$ cat src/rtl/lfsr_step_ctrl.sv
`default_nettype none
// ============================================================================
// Module   : lfsr_step_ctrl
// Purpose  : Turns a bouncy push-switch and mode selector into single-cycle
//            LFSR step pulses (manual, auto-rate, burst) with a step counter.
// Revision : 1.0
// ============================================================================
module lfsr_step_ctrl #(
    parameter int DEBOUNCE_CYCLES = 4,
    parameter int PERIOD_BASE     = 16,
    parameter int TIMER_W         = 24
) (
    input  logic       clk,
    input  logic       rst,
    input  logic       btn_step,
    input  logic [1:0] mode,
    input  logic [1:0] rate_sel,
    input  logic [3:0] burst_len,
    output logic       step,
    output logic       busy,
    output logic [7:0] step_count
);

    localparam int DB_W = (DEBOUNCE_CYCLES > 1) ? $clog2(DEBOUNCE_CYCLES) : 1;
    localparam logic [DB_W-1:0] DB_LAST = DB_W'(DEBOUNCE_CYCLES - 1);

    localparam logic [1:0] MODE_MANUAL = 2'b00;
    localparam logic [1:0] MODE_AUTO   = 2'b01;
    localparam logic [1:0] MODE_BURST  = 2'b10;

    typedef enum logic [1:0] {
        ST_IDLE  = 2'd0,
        ST_AUTO  = 2'd1,
        ST_BURST = 2'd2
    } state_t;

    logic [1:0]         sync_q, sync_d;
    logic               db_level_q, db_level_d;
    logic [DB_W-1:0]    db_cnt_q, db_cnt_d;
    logic               db_prev_q, db_prev_d;
    logic               press_q, press_d;
    logic [1:0]         mode_reg_q, mode_reg_d;
    state_t             state_q, state_d;
    logic [TIMER_W-1:0] timer_q, timer_d;
    logic [4:0]         remaining_q, remaining_d;
    logic               step_q, step_d;
    logic               busy_q, busy_d;
    logic [7:0]         step_count_q, step_count_d;

    logic               mode_change;
    logic [TIMER_W-1:0] period_m1;
    logic               expire;

    // Input conditioning: sync stage 1 is bit 0, the debouncer watches bit 1.
    always_comb begin
        sync_d     = {sync_q[0], btn_step};
        db_level_d = db_level_q;
        db_cnt_d   = '0;
        if (sync_q[1] != db_level_q) begin
            if (db_cnt_q == DB_LAST) begin
                db_level_d = ~db_level_q;
            end else begin
                db_cnt_d = db_cnt_q + DB_W'(1);
            end
        end
        db_prev_d = db_level_q;
        press_d   = db_level_q & ~db_prev_q;
    end

    assign mode_reg_d  = mode;
    assign mode_change = (mode != mode_reg_q);

    // Comparing with >= lets a shortened period fire at once instead of waiting a wrap.
    assign period_m1 = (TIMER_W'(PERIOD_BASE) << rate_sel) - TIMER_W'(1);
    assign expire    = (timer_q >= period_m1);

    always_comb begin
        state_d     = state_q;
        timer_d     = timer_q;
        remaining_d = remaining_q;
        step_d      = 1'b0;

        if (mode_change) begin
            state_d     = ST_IDLE;
            timer_d     = '0;
            remaining_d = '0;
        end else begin
            case (state_q)
                ST_IDLE: begin
                    case (mode_reg_q)
                        MODE_MANUAL: step_d = press_q;
                        MODE_AUTO: begin
                            state_d = ST_AUTO;
                            timer_d = '0;
                        end
                        MODE_BURST: begin
                            if (press_q) begin
                                remaining_d = (burst_len == 4'd0) ? 5'd16 : {1'b0, burst_len};
                                timer_d     = '0;
                                state_d     = ST_BURST;
                            end
                        end
                        default: ;
                    endcase
                end
                ST_AUTO, ST_BURST: begin
                    if (expire) begin
                        step_d  = 1'b1;
                        timer_d = '0;
                        if (state_q == ST_BURST) begin
                            remaining_d = remaining_q - 5'd1;
                            if (remaining_q == 5'd1) begin
                                state_d = ST_IDLE;
                            end
                        end
                    end else begin
                        timer_d = timer_q + TIMER_W'(1);
                    end
                end
                default: state_d = ST_IDLE;
            endcase
        end
    end

    assign busy_d       = (state_d == ST_BURST);
    assign step_count_d = step_count_q + {7'd0, step_q};

    always_ff @(posedge clk) begin
        if (!rst) begin
            sync_q       <= '0;
            db_level_q   <= 1'b0;
            db_cnt_q     <= '0;
            db_prev_q    <= 1'b0;
            press_q      <= 1'b0;
            mode_reg_q   <= 2'b00;
            state_q      <= ST_IDLE;
            timer_q      <= '0;
            remaining_q  <= '0;
            step_q       <= 1'b0;
            busy_q       <= 1'b0;
            step_count_q <= '0;
        end else begin
            sync_q       <= sync_d;
            db_level_q   <= db_level_d;
            db_cnt_q     <= db_cnt_d;
            db_prev_q    <= db_prev_d;
            press_q      <= press_d;
            mode_reg_q   <= mode_reg_d;
            state_q      <= state_d;
            timer_q      <= timer_d;
            remaining_q  <= remaining_d;
            step_q       <= step_d;
            busy_q       <= busy_d;
            step_count_q <= step_count_d;
        end
    end

    assign step       = step_q;
    assign busy       = busy_q;
    assign step_count = step_count_q;

endmodule
`default_nettype wire

$ cat config.mk
export PLATFORM = sky130hd
export DESIGN_NAME = lfsr_step_ctrl
export DESIGN_NICKNAME = d
export VERILOG_FILES = /design/src/rtl/lfsr_step_ctrl.sv
export SDC_FILE = /design/constraint.sdc
export NUM_CORES = 1
export LEC_CHECK = 0
export CORE_AREA = 10 10 120 90
export CTS_CLUSTER_DIAMETER = 200
export DETAILED_ROUTE_END_ITERATION = 7
export DIE_AREA = 0 0 130 100
export PLACE_DENSITY = 0.42
export SLEW_MARGIN = 20
export SYNTH_ARGS = -nofsm -noshare
export SYNTH_HDL_FRONTEND = slang
export SYNTH_SLANG_ARGS = --single-unit
$ cat constraint.sdc
create_clock -name clk -period 2.8 [get_ports clk]
set_clock_uncertainty 0.2 [all_clocks]
set_input_delay 0.56 -clock clk [delete_from_list [all_inputs] [get_ports clk]]
set_output_delay 0.56 -clock clk [all_outputs]
set_load 0.005 [all_outputs]
After elaboration in Yosys (flattened, before gate mapping)
Cells that the tools add are included.
{"block": "word_totals", "reg_bits": 50, "in_bits": 11, "output_inout_bits": 10, "word_cells": 69}
{"block": "classes", "n_addsub": 5, "magnitude_cmp": 1, "n_eq_ne": 15, "shifts": 1, "mux": 20, "n_bitwise": 5, "reduce_logical": 10}
{"cell": "$pmux 24 s2", "n": 2}
{"cell": "$mux 24", "n": 2}
{"cell": "$mux 5", "n": 5}
{"cell": "$add 24x1->24 const B", "n": 1}
{"cell": "$ge 24x24->1", "n": 1}
{"cell": "$shl 5x2->24 const A", "n": 1}
{"cell": "$sub 24x2->24 const B", "n": 1}
{"cell": "$mux 2", "n": 5}
{"cell": "$pmux 5 s2", "n": 1}
{"cell": "$add 8x1->8", "n": 1}
{"cell": "$eq 2x2->1 const B", "n": 4}
{"cell": "$pmux 2 s2", "n": 2}
{"cell": "$ne 2x2->1 const B", "n": 3}
{"cell": "$eq 5x1->1 const B", "n": 1}
{"cell": "$reduce_and 5->1", "n": 1}
{"cell": "$sub 5x1->5 const B", "n": 1}
{"cell": "$eq 2x1->1 const B", "n": 2}
{"cell": "$logic_not 2->1", "n": 2}
{"cell": "$logic_not 4->1", "n": 1}
{"cell": "$not 1->1", "n": 4}
{"cell": "$reduce_or 2->1", "n": 2}
{"cell": "$ne 3x1->1 const B", "n": 1}
{"cell": "$ne 3x3->1 const B", "n": 1}
{"cell": "$reduce_and 3->1", "n": 1}
{"cell": "other kinds (10)", "n": 11}

Logic depth before layout (Yosys ltp)
Gate-level depths: netlist (run 1).
{"block": "depth", "ltp_word": 7, "ltp_mapped": 10}

Worst setup path after synthesis (run 1)
No wires, ideal clock.
{"block": "synth_timing", "kind": "input to register", "start": "input rate_sel[1]", "end": "register timer_q[14]", "setup_ns": 0.066, "arrival_ns": 2.253, "slack_ns": 0.281, "cell_stages": 10, "path_buffers": 3, "cell_sequence": "nand2_1 ha_1 a211oi_1 nand4_1 or4b_1 buf_2 a21o_1 buf_6 buf_8 nor2_1"}
{"block": "synth_between", "elab_chain_len": 5}
{"element": "start: declaration", "line_no": "17", "source": "input logic [1:0] rate_sel,"}
{"element": "$shl 5x2->24", "line_no": "74", "source": "assign period_m1 = (TIMER_W'(PERIOD_BASE) << rate_sel) - TIMER_W'(1);"}
{"element": "$sub 24x2->24", "line_no": "74"}
{"element": "$ge 24x24->1", "line_no": "75", "source": "assign expire = (timer_q >= period_m1);"}
{"element": "$mux 24", "line_no": "107", "source": "if (expire) begin"}
{"element": "$pmux 24 s2", "line_no": "88", "source": "case (state_q)"}
{"element": "end signal: assignment", "line_no": "150", "source": "timer_q <= timer_d;"}
{"element": "end: declaration", "line_no": "44", "source": "logic [TIMER_W-1:0] timer_q, timer_d;"}
No other way between the ends.
A chain may end at the register's enable or synchronous reset.

Worst setup path after layout (run 1)
{"block": "layout_timing", "start": "input rate_sel[0]", "end": "register timer_q[14]"}
Same word-level chain as after synthesis.

==> impl_results.md, run 1 <==
- Met2 Resource Use GR: 12.0%
- Initial antenna violation count: 0
- Nets: 338
- Max Buffers Root-to-Sink: 2
- Starting Density: 28.8%
- Crit path cell chain: clkdlybuf4s50_1, nand2_1, ha_1, a211oi_2, nand4_1, or4b_4, a21o_1, buf_12, nor2_1
- Type of origin of the critical path: input pin
- Die H: 100 microns
- Synthesized instance count: 277
- Synth top area cells: dfxtp_1, ha_1, nor2_1, xnor2_1, xor2_1
- Reg clk slew, reported paths: 80 ps
- Post-place setup slack: -190 ps
- Design Power: 1.43 mW
- Final Hold Viols: 0
- Fmax: 0.373 GHz
- CTS buffer count: 5
- Post-CTS Hold Buffers: 0
- Largest net degree at the start of global routing: 19
- Register area: 1000 sq um
- Routed via count: 1950
- Rows: 29
- IO Port Bufs: 20
- Layout Cells excl Fill: 419
- Clock latency on the worst-skew pair: 290 ps
- P&R area growth vs syn: 22.9%
- Crit path DAT: 2700 ps
- Met3 layer usage reported by global route: 2.47%
- Top_reg_cell synth: dfxtp_1
- Worst Hold End: press_q
- Syn avg cell area: 8.99 sq um
- Net Count, Synth: 305
- Post-route ant nets: 0
- Synth area leader: dfxtp_1
- Hold/Removal Path Class: flip-flop to flip-flop
- First-pass GRT wire length: 9520 microns
- FF-to-FF path depth: 6
- Warnings from Yosys: 0
- Most common cell after layout, fill and taps aside: dfxtp_1
- Total Wirelength: 5530 microns
- RSZ-0062 raised after global routing: true
- Setup ws final: 122 ps
- I/O pin count: 21
- Distinct cells, synth: 47
- Worst r2r dst: remaining_q[0]
- Hold WS: 196 ps
- Ant diodes: 0
- Top Usage Layer GRT: met1
- Core area: 8640 sq um
- Grt ovf: 0
- Via/cell ratio: 4.65
- Overall routing resource usage: 9.05%
- Final setup vio count: 0
- Tcrit/Tclk final: 95.7%
- Worst path max stage delay: 540 ps
- Multi-input gate area: 1410 sq um
- Detailed placer's ending HPWL: 4150 microns
- Synth top area share: 40.2%
- Root buffer cell: clkbuf_16
- Number of clock sinks: 50
- Final Slew Violations: 0
- CP endpoint kind: flip-flop
- Status: finished clean
- R2R setup slack: 290 ps
- Critical path fanouts, max: 17
- Post-synthesis register bit count: 50
- Post-Syn Area: 2490 sq um
- Kind of critical path: input pin to flip-flop
- Met1 usage: 13.5%
- PwrDens: 467 nW/um^2
- Clock period minus worst slack: 2680 ps
- Worst path buffer plus inverter count: 2
- Placed Cells: 411
- Gpl congestion: 0.752
- Max stage delay cell, worst path: or4b_4
- Drt first pass iters: 4
- Vias in the first global route: 1904
- Worst hold start: db_prev_q
- Share of cells above drive strength 1: 8.68%
- Critical path data required time: 2820 ps
- WL per Instance: 13.2 microns
- Commonest cells after routing, fill and taps aside: dfxtp_1, nor2_1, clkdlybuf4s50_1
- VDD IR max: 0.276 mV
- Fillcell total: 905
- Worst r2r src: state_q[1]
- Worst path top cell family by delay: simple AND/OR/NAND/NOR gates
- Seq/Total Area, Yosys: 40.2%
- Initial DRC Count: 95
- TritonCTS clock tree: yes
- Hold path depth: 1
- P_leak: 1.19 nW
- Die area: 13000 sq um
- Max Cap Viol: 0
- Number of synthesized flops with an enable pin: 0
- Remaining DRCs: 0
- Synth async-reset ratio: 0%
- H-tree Lvls: 2
- Die W: 130 microns
[where the power goes]
group	total [mW]	switching (mW)	internal, mW
registers	0.717	0.00280	0.714
logic	0.0762	0.0389	0.0373
clock network	0.635	0.293	0.341
[per-layer routing]
metal | vias to the layer above | share of wire, %
met5 | - | 0
met4 | 0 | 0.56
met3 | 4 | 4.3
met2 | 29 | 38
met1 | 878 | 57
li1 | 1039 | -
[flip-flops by register name, summed over array words and instances, names as in the netlist]
name and count:
busy 1, db_cnt_q 2, db_level_q 1, db_prev_q 1, mode_reg_q 2, press_q 1
remaining_q 5, state_q 2, step 1, step_count 8, sync_q 2, timer_q 24
[per-stage QoR]
step,util [%],cell area (sq um),TNS (ps)
floorplan,-,2490,0
global placement,33.5,2890,-5190
detailed placement,33.5,2890,-4710
CTS,35.3,3040,0
global route,35.4,3060,0
finish,35.4,3060,0
[cell families (layout without fill, tap and decap cells)]
logic type,after synthesis,in the layout,synth area share [%]
compound gates,41,41,11.1
xor+xnor,24,24,8.44
fa+ha+maj,17,17,8.54
buf+inv,19,53,3.67
flops,50,50,40.2
mux,4,4,1.66
other cells,1,1,0.151
simple gates,121,121,26.3
[worst max-delay path by stage]
stage	end	start	slack [ps]	cells after the start
2_1_floorplan	timer_q[14]	rate_sel[1]	280	10
3_3_place_gp	timer_q[16]	rate_sel[1]	-200	9
3_5_place_dp	timer_q[5]	rate_sel[1]	-190	9
4_1_cts	timer_q[3]	rate_sel[1]	80	9
5_1_grt	timer_q[0]	rate_sel[0]	20	9
6_report	timer_q[14]	rate_sel[0]	120	9
[synth_stat cells, drive strengths merged, types with 5 or more instances]
master,count
xnor2,12
ha,17
nand2,16
nand3,14
inv,12
o21a,7
and3,8
nor2,31
a21oi,13
and4,5
and2,15
nand4,8
xor2,12
dfxtp,50
[area by class of cell]
class	count	area share [%]
repair buffers	33	10.2
flip-flops and latches	50	32.7
clock buffers	5	4.09
clock inverters	3	0.940
inverters	12	1.47
multi-input cells	208	46.2
well taps	108	4.42
[what timing repair did]
| action | in CTS | in global routing |
|---|---|---|
| setup endpoints to repair | 0 | 25 |
| buffers inserted | 0 | 0 |
| gates resized for setup | 0 | 4 |
(Power assumes the default switching activity.)
==> run 2: changes to the inputs <==
Settings changed: PLACE_DENSITY 0.42 to 0.44.
Clock period 2.8 ns to 2.2 ns, I/O delays scaled along.
==> run 2 against run 1 <==
  * Hold slack lost 8.4 ps
  * Utilization grew 4.3 points
  * Clock-buffer cell count is the same
  * Combinational power grew 56%
  * Wire length grew 2.7%
  * Via count grew 6.3%
  * Critical path type is now flip-flop to flip-flop
  * Largest cell class unchanged
  * Highest routed layer unchanged
==> impl_results.md, run 2 (same netlist as run 1, synthesis figures left out) <==
- Max Buffers Root-to-Sink: 2
- Detailed placer's ending HPWL: 4370 microns
- CP endpoint kind: flip-flop
- IO Port Bufs: 20
- Die area: 13000 sq um
- Clock period minus worst slack: 2160 ps
- Routed via count: 2073
- VDD IR max: 0.246 mV
- Vias in the first global route: 2004
- Largest Register: timer_q
- Final setup vio count: 0
- Post-CTS Hold Buffers: 0
- Final Slew Violations: 0
- Fin util: 39.7%
- Critical path data required time: 2220 ps
- Fmax: 0.463 GHz
- Overall routing resource usage: 9.42%
- Placed Cells: 441
- Most common cell after layout, fill and taps aside: buf_4
- P&R area growth vs syn: 37.6%
- Reg clk slew, reported paths: 70 ps
- First-pass GRT wire length: 9940 microns
- I/O pin count: 21
- Tcrit/Tclk final: 98.2%
- Crit path DAT: 2180 ps
- H-tree Lvls: 2
- CTS buffer count: 5
- FF-to-FF path depth: 7
- Max Cap Viol: 0
- PwrDens: 516 nW/um^2
- Ant diodes: 0
- Rows: 29
- TritonCTS clock tree: yes
- Die H: 100 microns
- Number of clock sinks: 50
- P_leak: 1.36 nW
- Post-route ant nets: 0
- Final Hold Viols: 0
- Kind of critical path: flip-flop to flip-flop
- Layout Cells excl Fill: 451
- Max reg flops: 24
- Status: finished clean
- Largest net degree at the start of global routing: 18
- Grt ovf: 0
- Post-place setup slack: -717 ps
- RSZ-0062 raised after global routing: true
- Setup ws final: 39.0 ps
- Gpl congestion: 0.768
- Share of cells above drive strength 1: 28.3%
- Critical path fanouts, max: 17
- Type of origin of the critical path: flip-flop
- Initial antenna violation count: 0
- R2R setup slack: 40 ps
- Initial DRC Count: 74
- Setup_tns: 0 ps
- Clock latency on the worst-skew pair: 290 ps
- Remaining DRCs: 0
- Total Wirelength: 5680 microns
- Nets: 371
- Core area: 8640 sq um
- Starting Density: 28.8%
- Commonest cells after routing, fill and taps aside: buf_4, dfxtp_1, nor2_1
- Hold path depth: 1
- Via/cell ratio: 4.60
- Hold/Removal Path Class: flip-flop to flip-flop
- Die W: 130 microns
- WL per Instance: 12.6 microns
- Root buffer cell: clkbuf_16
- Drt first pass iters: 4
## run 2: what timing repair did
action                                  in CTS  in global routing
endpoints found under the setup margin      32                 29
pin swaps                                    3                  9
buffers inserted                             0                  3
gates resized for setup                     16                 24
## run 2: final cells by class
type / instances / area, sq um
inverter: 12 / 45.0
multi-input combinational: 208 / 1550
tap: 108 / 135
clock buffer: 5 / 125
clock inverter: 2 / 10.0
fill: 865 / 5210
sequential: 50 / 1010
timing repair buffer: 66 / 556
## run 2: path summary, 6_finish.rpt
check / startpoint / to
max: timer_q[7] / timer_q[6]
min: db_prev_q / press_q
max reg2reg: timer_q[7] / timer_q[6]
min reg2reg: db_prev_q / press_q
## run 2: where the power goes
part	switching, mW	internal, mW	total (mW)
Clock	0.325	0.411	0.736
Combinational	0.0583	0.0603	0.119
Sequential	0.00318	0.910	0.913
Total	0.387	1.38	1.77
## run 2: through the flow
| stage | power [mW] | hold WS [ps] | area (sq um) |
|---|---|---|---|
| after floorplan | 0.993 | 167 | 2560 |
| after global placement | 1.05 | 172 | 3170 |
| after detailed placement | 1.05 | 176 | 3170 |
| after CTS | 1.80 | 193 | 3350 |
| after global routing | 1.85 | 197 | 3430 |
| final | 1.77 | 187 | 3430 |
## run 2: metal layers
metal	vias to the layer above	share of wire, %	GRT usage [%]
met1	935	55	13.2
met3	6	3.6	2.63
met5	-	0	0
met4	0	1.4	3.36
li1	1110	-	-
met2	22	40	13.4
## run 2: worst max-delay path: stages (launching register included)
cell	delay, ps
dfxtp_2	360
ha_4	210
a211oi_2	200
nand4_1	150
or4b_4	530
a21o_1	200
buf_12	160
nor2_1	80
